==> src/rtl/vec_pkg.sv <==
// vec_pkg: shared types and helpers for the VecFIFO drain engine.
package vec_pkg;

    typedef logic [7:0] byte_t;

    typedef enum logic [1:0] {
        IDLE,
        WRAP,
        READ,
        FLUSH
    } drain_state_t;

    function automatic int beats_of(input int vec_elems, input int bytes_per_read);
        return vec_elems / bytes_per_read;
    endfunction

endpackage

==> src/rtl/vec_fifo_drain_if.sv <==
// vec_fifo_drain_if: byte-lane valid/ready stream carrying drained vector beats.
interface vec_fifo_drain_if #(
    parameter int BytesPerRead = 1
);
    import vec_pkg::*;

    byte_t [BytesPerRead-1:0] data;
    logic                     valid;
    logic                     ready;
    logic                     last;

    modport master (output data, output valid, output last, input ready);
    modport slave  (input data, input valid, input last, output ready);

endinterface

==> src/rtl/byte_skid_buf.sv <==
// byte_skid_buf: 2-entry register FIFO holding returned read chunks.
module byte_skid_buf
    import vec_pkg::*;
#(
    parameter int BytesPerRead = 1
) (
    input  logic                     clk_in,
    input  logic                     rst_in,
    input  logic                     push,
    input  logic                     pop,
    input  byte_t [BytesPerRead-1:0] din,
    output byte_t [BytesPerRead-1:0] dout,
    output logic  [1:0]              occ
);
    byte_t [BytesPerRead-1:0] e0;
    byte_t [BytesPerRead-1:0] e1;

    // e0 is always the head; e1 only holds data when two entries are queued
    always_ff @(posedge clk_in or posedge rst_in) begin
        if (rst_in) begin
            e0  <= '0;
            e1  <= '0;
            occ <= 2'd0;
        end else begin
            unique case ({push, pop})
                2'b10: begin
                    if (occ == 2'd0) e0 <= din;
                    else             e1 <= din;
                    occ <= occ + 2'd1;
                end
                2'b01: begin
                    e0  <= e1;
                    occ <= occ - 2'd1;
                end
                2'b11: begin
                    if (occ == 2'd2) begin
                        e0 <= e1;
                        e1 <= din;
                    end else begin
                        e0 <= din;
                    end
                end
                default: ;
            endcase
        end
    end

    assign dout = e0;

endmodule

==> src/rtl/vec_fifo_drain.sv <==
// vec_fifo_drain: rewinds the VecFIFO and streams one finished vector
// out as valid/ready beats with a last marker.
module vec_fifo_drain
    import vec_pkg::*;
#(
    parameter int VecElements  = 8,
    parameter int BytesPerRead = 1
) (
    input  logic                     clk_in,
    input  logic                     rst_in,
    input  logic                     vec_valid_in,
    output logic                     fifo_wrap_rd,
    output logic                     fifo_rd_en,
    input  byte_t [BytesPerRead-1:0] fifo_rd_data,
    vec_fifo_drain_if.master         m,
    output logic                     busy_out,
    output logic                     drain_done,
    output logic                     overrun
);
    localparam int Beats = beats_of(VecElements, BytesPerRead);
    localparam int CntW  = $clog2(Beats + 1);
    localparam logic [CntW-1:0] BeatsC  = CntW'(Beats);
    localparam logic [CntW-1:0] LastIdx = CntW'(Beats - 1);

    if (VecElements < 1 || BytesPerRead < 1 ||
        (VecElements % BytesPerRead) != 0) begin : g_bad_params
        $error("VecElements must be a positive multiple of BytesPerRead");
    end

    drain_state_t             state;
    drain_state_t             state_nx;
    logic [CntW-1:0]          issued;
    logic [CntW-1:0]          emitted;
    logic                     pending;
    logic                     inflight;
    logic                     pop;
    logic                     credit_ok;
    logic [1:0]               occ;
    byte_t [BytesPerRead-1:0] head;

    byte_skid_buf #(.BytesPerRead(BytesPerRead)) u_skid (
        .clk_in (clk_in),
        .rst_in (rst_in),
        .push   (inflight),
        .pop    (pop),
        .din    (fifo_rd_data),
        .dout   (head),
        .occ    (occ)
    );

    assign pop      = m.valid & m.ready;
    assign m.valid  = (occ != 2'd0);
    assign m.data   = head;
    assign m.last   = m.valid & (emitted == LastIdx);
    assign busy_out = (state != IDLE);

    // held + in-flight entries, less the one leaving now, must leave a free slot
    assign credit_ok = ({1'b0, occ} + {2'b00, inflight}) < (3'd2 + {2'b00, pop});

    always_comb begin
        state_nx     = state;
        fifo_wrap_rd = 1'b0;
        fifo_rd_en   = 1'b0;
        drain_done   = 1'b0;
        unique case (state)
            IDLE: begin
                if (vec_valid_in || pending) state_nx = WRAP;
            end
            WRAP: begin
                fifo_wrap_rd = 1'b1;
                state_nx     = READ;
            end
            READ: begin
                fifo_rd_en = (issued < BeatsC) && credit_ok;
                if (fifo_rd_en && issued == LastIdx) state_nx = FLUSH;
            end
            FLUSH: begin
                if (emitted == BeatsC) begin
                    drain_done = 1'b1;
                    state_nx   = IDLE;
                end
            end
            default: state_nx = IDLE;
        endcase
    end

    always_ff @(posedge clk_in or posedge rst_in) begin
        if (rst_in) begin
            state    <= IDLE;
            issued   <= '0;
            emitted  <= '0;
            inflight <= 1'b0;
            pending  <= 1'b0;
            overrun  <= 1'b0;
        end else begin
            state    <= state_nx;
            inflight <= fifo_rd_en;
            if (state == WRAP)   issued <= '0;
            else if (fifo_rd_en) issued <= issued + CntW'(1);
            if (state == WRAP)   emitted <= '0;
            else if (pop)        emitted <= emitted + CntW'(1);
            if (vec_valid_in && (state != IDLE || pending)) begin
                if (pending) overrun <= 1'b1;
                else         pending <= 1'b1;
            end
            // the queued request is consumed as IDLE launches it
            if (state == IDLE && pending) pending <= 1'b0;
        end
    end

endmodule

==> src/flat_wrapper.sv <==
// flat-port wrapper written by rule: the top's interface ports become plain ports
module vec_fifo_drain_flat import vec_pkg::*;
#(
    parameter int VecElements  = 8,
    parameter int BytesPerRead = 1
)
  (clk_in, rst_in, vec_valid_in, fifo_wrap_rd, fifo_rd_en, fifo_rd_data, busy_out, drain_done, overrun, m_data, m_valid, m_last, m_ready);
  vec_fifo_drain_if #(.BytesPerRead(BytesPerRead)) m_i ();
  input  logic clk_in;
  input  logic rst_in;
  input  logic vec_valid_in;
  output logic fifo_wrap_rd;
  output logic fifo_rd_en;
  input  byte_t [BytesPerRead-1:0] fifo_rd_data;
  output logic busy_out;
  output logic drain_done;
  output logic overrun;
  output wire logic [$bits(m_i.data)-1:0] m_data;
  output wire logic [$bits(m_i.valid)-1:0] m_valid;
  output wire logic [$bits(m_i.last)-1:0] m_last;
  input wire logic [$bits(m_i.ready)-1:0] m_ready;
  assign m_data = m_i.data;
  assign m_valid = m_i.valid;
  assign m_last = m_i.last;
  assign m_i.ready = m_ready;
  vec_fifo_drain #(.VecElements(VecElements), .BytesPerRead(BytesPerRead)) u_core (.clk_in(clk_in), .rst_in(rst_in), .vec_valid_in(vec_valid_in), .fifo_wrap_rd(fifo_wrap_rd), .fifo_rd_en(fifo_rd_en), .fifo_rd_data(fifo_rd_data), .m(m_i), .busy_out(busy_out), .drain_done(drain_done), .overrun(overrun));
endmodule
==> config.mk <==
export PLATFORM = sky130hd
export DESIGN_NAME = vec_fifo_drain_flat
export DESIGN_NICKNAME = d
export VERILOG_FILES = /design/src/rtl/vec_pkg.sv /design/src/rtl/vec_fifo_drain_if.sv /design/src/rtl/byte_skid_buf.sv /design/src/rtl/vec_fifo_drain.sv /design/src/flat_wrapper.sv
export SDC_FILE = /design/constraint.sdc
export NUM_CORES = 1
export LEC_CHECK = 0
export ABC_AREA = 1
export BUFFER_PORTS_ARGS = -buffer_cell sky130_fd_sc_hd__buf_2
export CORE_MARGIN = 1.5
export CORE_UTILIZATION = 59
export DETAILED_ROUTE_END_ITERATION = 7
export PLACE_DENSITY = 0.91
export SYNTH_ARGS = -nofsm -noshare
export SYNTH_HDL_FRONTEND = slang
export SYNTH_SLANG_ARGS = --single-unit
==> constraint.sdc <==
create_clock -name clk_in -period 3.7 [get_ports clk_in]
set_input_delay 0.37 -clock clk_in [delete_from_list [all_inputs] [get_ports clk_in]]
set_output_delay 0.37 -clock clk_in [all_outputs]
set_load 0.02 [all_outputs]
**Word level (Yosys, flattened, before mapping)**

Cells that the tools add are included.

- Add/subtract/negate cells: 6
- $lt $le $gt $ge: 2
- Equality and inequality tests: 16
- Multiplexer cells: 21
- Bitwise gates (word level): 2
- Reductions and logical operators: 20

Operators by type and width:

| kind | number |
|---|---|
| $mux W8 | 4 |
| $pmux W8 S3 | 1 |
| $mux W4 | 4 |
| $pmux W8 S2 | 1 |
| $reduce_bool A2 Y1 | 7 |
| $eq A2 B2 Y1 const B | 5 |
| $add A4 B1 Y4 const B | 2 |
| $eq A4 B3 Y1 const B | 2 |
| $pmux W2 S4 | 1 |
| $mux W1 | 6 |
| $mux W2 | 3 |
| $ne A2 B1 Y1 const B | 3 |
| $ne A2 B2 Y1 const B | 3 |
| $reduce_and A3 Y1 | 2 |
| $eq A2 B1 Y1 const B | 2 |
| $eq A4 B4 Y1 const B | 1 |
| $logic_and A1 B1 Y1 | 4 |
| $logic_not A2 Y1 | 2 |
| $lt A4 B4 Y1 const B | 1 |
| $pmux W2 S2 | 1 |
| $reduce_and A2 Y1 | 2 |
| $add A2 B1 Y3 | 1 |
| $add A2 B1 Y3 const A | 1 |
| $lt A3 B3 Y1 | 1 |
| 5 further kinds | 7 |

- Register bits after elaboration: 31
- Bits of input ports: 12
- Logic and storage cells: 76

**Logic depth before layout (Yosys ltp)**

- Depth after elaboration: 8
- Mapped depth: 11
- Depth with buffers taken out: 10

**Modules after synthesis**

Synthesis repeated with hierarchy kept, for this count alone.

- Cells, all modules: 216
- Area, all modules: 1770.4 µm²

By module, submodules not included:

| module | times used | cells each | area each (µm²) | seq. area each (µm²) |
|---|---|---|---|---|
| byte_skid_buf | 1 | 117 | 960.9 | 450.4 |
| vec_fifo_drain | 1 | 99 | 809.5 | 325.3 |

**Least setup slack after synthesis**

Ideal clock, no wire load.

- Path type: register to register
- Start: register u_core.u_skid.occ[0]
- End: register u_core.u_skid.e0, in the netlist u_core.u_skid.dout[0]
- Setup time: 117 ps
- Arrival: 1725 ps
- Data required time: 3583 ps
- Path slack: 1858 ps
- Stages on the path, launching flop included: 11
- Buffers on the path: 0
- Clock period less this slack: 1842 ps
- Cell sequence: dfrtp_1 -> inv_2 -> nand2_4 -> inv_2 -> nor2_4 -> ha_1 -> nand3_2 -> o21ai_1 -> o22ai_1 -> nand2_1 -> nand2_1

- Longest elaborated chain between the ends: 5
- Elaborated cells between the ends (all ways): 12
- Those cells by class: 5 x eq/ne; 2 x mux; 1 x bitwise; 4 x reduce/logical

Ends and longest elaborated chain:

| element | line | RTL |
|---|---|---|
| from (decl) | byte_skid_buf.sv:13 | `output logic [1:0] occ` |
| from (signal assigned) | byte_skid_buf.sv:29 | `occ <= occ + 2'd1;` |
| from (signal assigned) | byte_skid_buf.sv:33 | `occ <= occ - 2'd1;` |
| $reduce_bool A2 Y1 (*) | vec_fifo_drain.sv:52 | `assign m.valid = (occ != 2'd0);` |
| via m_valid | flat_wrapper.sv:19 | `output wire logic [$bits(m_i.valid)-1:0] m_valid;` |
| $and A1 B1 Y1 (*) | vec_fifo_drain.sv:51 | `assign pop = m.valid & m.ready;` |
| $eq A2 B2 Y1 / $eq A2 B1 Y1 (equally long branches) | byte_skid_buf.sv:25 | `unique case ({push, pop})` |
| $ne A2 B2 Y1 (no line) / $reduce_bool A3 Y1 (equally long branches) | - |  |
| $reduce_and A2 Y1 (no line) | - |  |
| to (signal assigned) | byte_skid_buf.sv:27 | `if (occ == 2'd0) e0 <= din;` |
| to (signal assigned) | byte_skid_buf.sv:40 | `e0 <= din;` |
| to (decl) | byte_skid_buf.sv:15 | `byte_t [BytesPerRead-1:0] e0;` |

The timed path passes the listed nets; every way through them passes the cells marked *.
A chain may end at the register's enable or synchronous reset.

**Worst setup path in the final report**

- Start: register u_core.inflight
- End: output port fifo_rd_en

- Longest elaborated chain between the ends: 4

Ends and longest elaborated chain:

| element | line | RTL |
|---|---|---|
| from (decl) | vec_fifo_drain.sv:35 | `logic inflight;` |
| from (signal assigned) | vec_fifo_drain.sv:97 | `inflight <= fifo_rd_en;` |
| $add A2 B1 Y3 | vec_fifo_drain.sv:58 | `assign credit_ok = ({1'b0, occ} + {2'b00, inflight}) < (3'd2 + {2'b00, pop});` |
| $lt A3 B3 Y1 | vec_fifo_drain.sv:58 |  |
| $logic_and A1 B1 Y1 | vec_fifo_drain.sv:74 | `fifo_rd_en = (issued < BeatsC) && credit_ok;` |
| $mux W1 | vec_fifo_drain.sv:65 | `unique case (state)` |
| to (decl) | flat_wrapper.sv:13 | `output logic fifo_rd_en;` |

No other way between the ends.

==> results.json <==
{
  "gp_congestion": 0.8527,
  "antenna_cells": 0,
  "place_area_mm2": 0.001821,
  "setup-tns-final_ns": 0,
  "status": "complete, no violations",
  "arrival_ns": 1.88,
  "slew_headroom_pct": 58.93,
  "clock_path_buffers": 2,
  "initial_utilization_pct": 61.08,
  "tightest_slew_ns": 0.6131,
  "fin_area_mm2": 0.001871,
  "post_cts_buffers": 0,
  "grt_setup_unrepaired": "no",
  "wl_per_cell_um": 12.12,
  "utilization_pct": 69.02,
  "firstDrtPassIters": 5,
  "pin_count": 27,
  "viasPerCell": 5.107,
  "portBuffers": 26,
  "cts_tree": "yes",
  "yosysTopAreaCell": "dfrtp_1",
  "drv_cap": 0,
  "synth_top_area_share_pct": 46.86,
  "core_mm2": 0.002710,
  "syn_to_final_growth_pct": 13.00,
  "layout_commonest_cell": "nand2_1",
  "end_kind": "output port",
  "synth-seq-cells": 31,
  "slew_violations": 0,
  "power.density_mw_per_mm2": 820.9,
  "worstSetupStartpoint": "u_core.inflight",
  "clk_latency_ns": 0.34,
  "grt_pass1_vias": 1296,
  "synthCells": 196,
  "antenna_found_initial": 0,
  "leakage_uw": 0.001045,
  "die_area_mm2": 0.003133,
  "cts_resized": 0,
  "hpwlAfterDp_um": 2402,
  "drt_iter0_drc": 74,
  "finalWirelength_um": 3163,
  "fmax_mhz": 445.4,
  "syn_area_mm2": 0.001655,
  "grt_use_total_pct": 22.65,
  "layout_common_cells": "51 x nand2_1, 34 x inv_1, 31 x dfrtp_1",
  "cp_data_required_time_ns": 3.33,
  "core.rowCount": 19,
  "drc": 0,
  "yosysSeqAreaShare_pct": 46.86,
  "ys_types": 25,
  "die_x_um": 55.97,
  "setup_viol": 0,
  "rr_startpoint": "u_core.u_skid.occ[0]",
  "cp_max_fo": 6,
  "syn_nets": 220,
  "cts_buffers": 5,
  "period_minus_slack_ns": 2.245,
  "grt_pass1_wl_um": 5409,
  "cts_hold_buf": 0,
  "finClkSkew_ns": 0.009581,
  "timing.critical_path.from_type": "flip-flop",
  "yosys-top-cells-area": "dfrtp_1 47%, nand2_1 12%, ha_1 9.1%",
  "fin_nets": 253,
  "cts_max_level": 2,
  "hold_path.class": "in2async",
  "grt_max_degree": 19,
  "hold_violations": 0,
  "hold_ws_ns": 0.04045,
  "cts.sinks": 31,
  "period_share_pct": 60.68,
  "crit_type": "reg2out",
  "yosysWarningCount": 0,
  "ant_nets": 0,
  "via_count": 1333,
  "grt.overflow.total": 0,
  "drive_gt1_share_pct": 19.57,
  "die_h_um": 55.97,
  "peakVddDrop_mv": 0.6061,
  "cts_root_buf": "clkbuf_4",
  "clk_pin_slew_worst_paths_ns": 0.10,
  "syn_area_per_cell_um2": 8.446,
  "n_fill_cell": 228
}
[critical path: stages, from the launching register on]
cell	delay, ns
dfrtp_1	0.46
ha_1	0.22
ha_1	0.27
nand2_1	0.08
nand3_1	0.18
inv_1	0.16
buf_2	0.18
[power breakdown]
group          internal, uW  switching (uW)
logic                   267             493
registers               491            97.4
clock network          73.9             113
[routing by layer]
metal  track usage, %  share of wire (%)
met5                0                  0
met4            9.184                1.3
met3            7.674                6.1
met2            38.49                 50
met1            26.12                 42
[final timing paths]
check / endpoint / slack [ns] / depth (start not counted)
hold / removal: u_core.u_skid.e1[7] / 0.04 / 2
max in group asynchronous: u_core.issued[0] / 3.03 / 3
setup / recovery: fifo_rd_en / 1.45 / 6
setup reg to reg: u_core.u_skid.dout[2] / 1.64 / 10
min in group clk_in: u_core.u_skid.e1[5] / 0.27 / 3
hold reg to reg: u_core.overrun / 0.48 / 1
[logic make-up (layout without fill, tap and decap cells)]
group           count (synthesis)  after routing  share of synthesized area [%]
buf+inv                        40             74                          9.524
fa+ha+maj                      12             12                          9.070
xor+xnor                        3              3                          1.588
simple gates                   78             78                          20.48
flops                          31             31                          46.86
compound gates                 32             32                          12.47
[stage by stage]
| step | instances | setup WS [ns] | power (uW) |
|---|---|---|---|
| floorplan | 196 | 1.858 | 1161 |
| CTS | 261 | 1.451 | 1549 |
| global placement | 253 | 1.754 | 1325 |
| detailed placement | 253 | 1.665 | 1358 |
| finish | 261 | 1.455 | 1536 |
| global route | 261 | 1.307 | 1679 |
[final cells by class]
type / instances / area, um2 / share of cell area, %
Sequential cell: 31 / 775.7 / 41.47
Multi-Input combinational cell: 125 / 721.9 / 38.60
Inverter: 39 / 146.4 / 7.826
Timing Repair Buffer: 27 / 137.6 / 7.358
Clock buffer: 7 / 45.04 / 2.408
Tap cell: 31 / 38.79 / 2.074
Clock inverter: 1 / 5.005 / 0.2676
[cells in the mapped netlist, drive strengths merged]
library cell  number
buf                1
nand2             52
inv               39
or2                1
o31ai              1
xnor2              1
xor2               2
o21bai             1
nor3               4
and3               1
a21oi              8
a31oi              1
o21ai             12
dfrtp             31
nor2               7
nand3             13
o22ai              8
ha                12
a211oi             1
[state kept, by name, indices dropped and copies added (netlist names)]
name	count
u_core.emitted	4
u_core.inflight	1
u_core.issued	4
u_core.overrun	1
u_core.pending	1
u_core.state	2
u_core.u_skid.dout	8
u_core.u_skid.e1	8
u_core.u_skid.occ	2
Note: power is estimated with default switching activity, not from simulation.
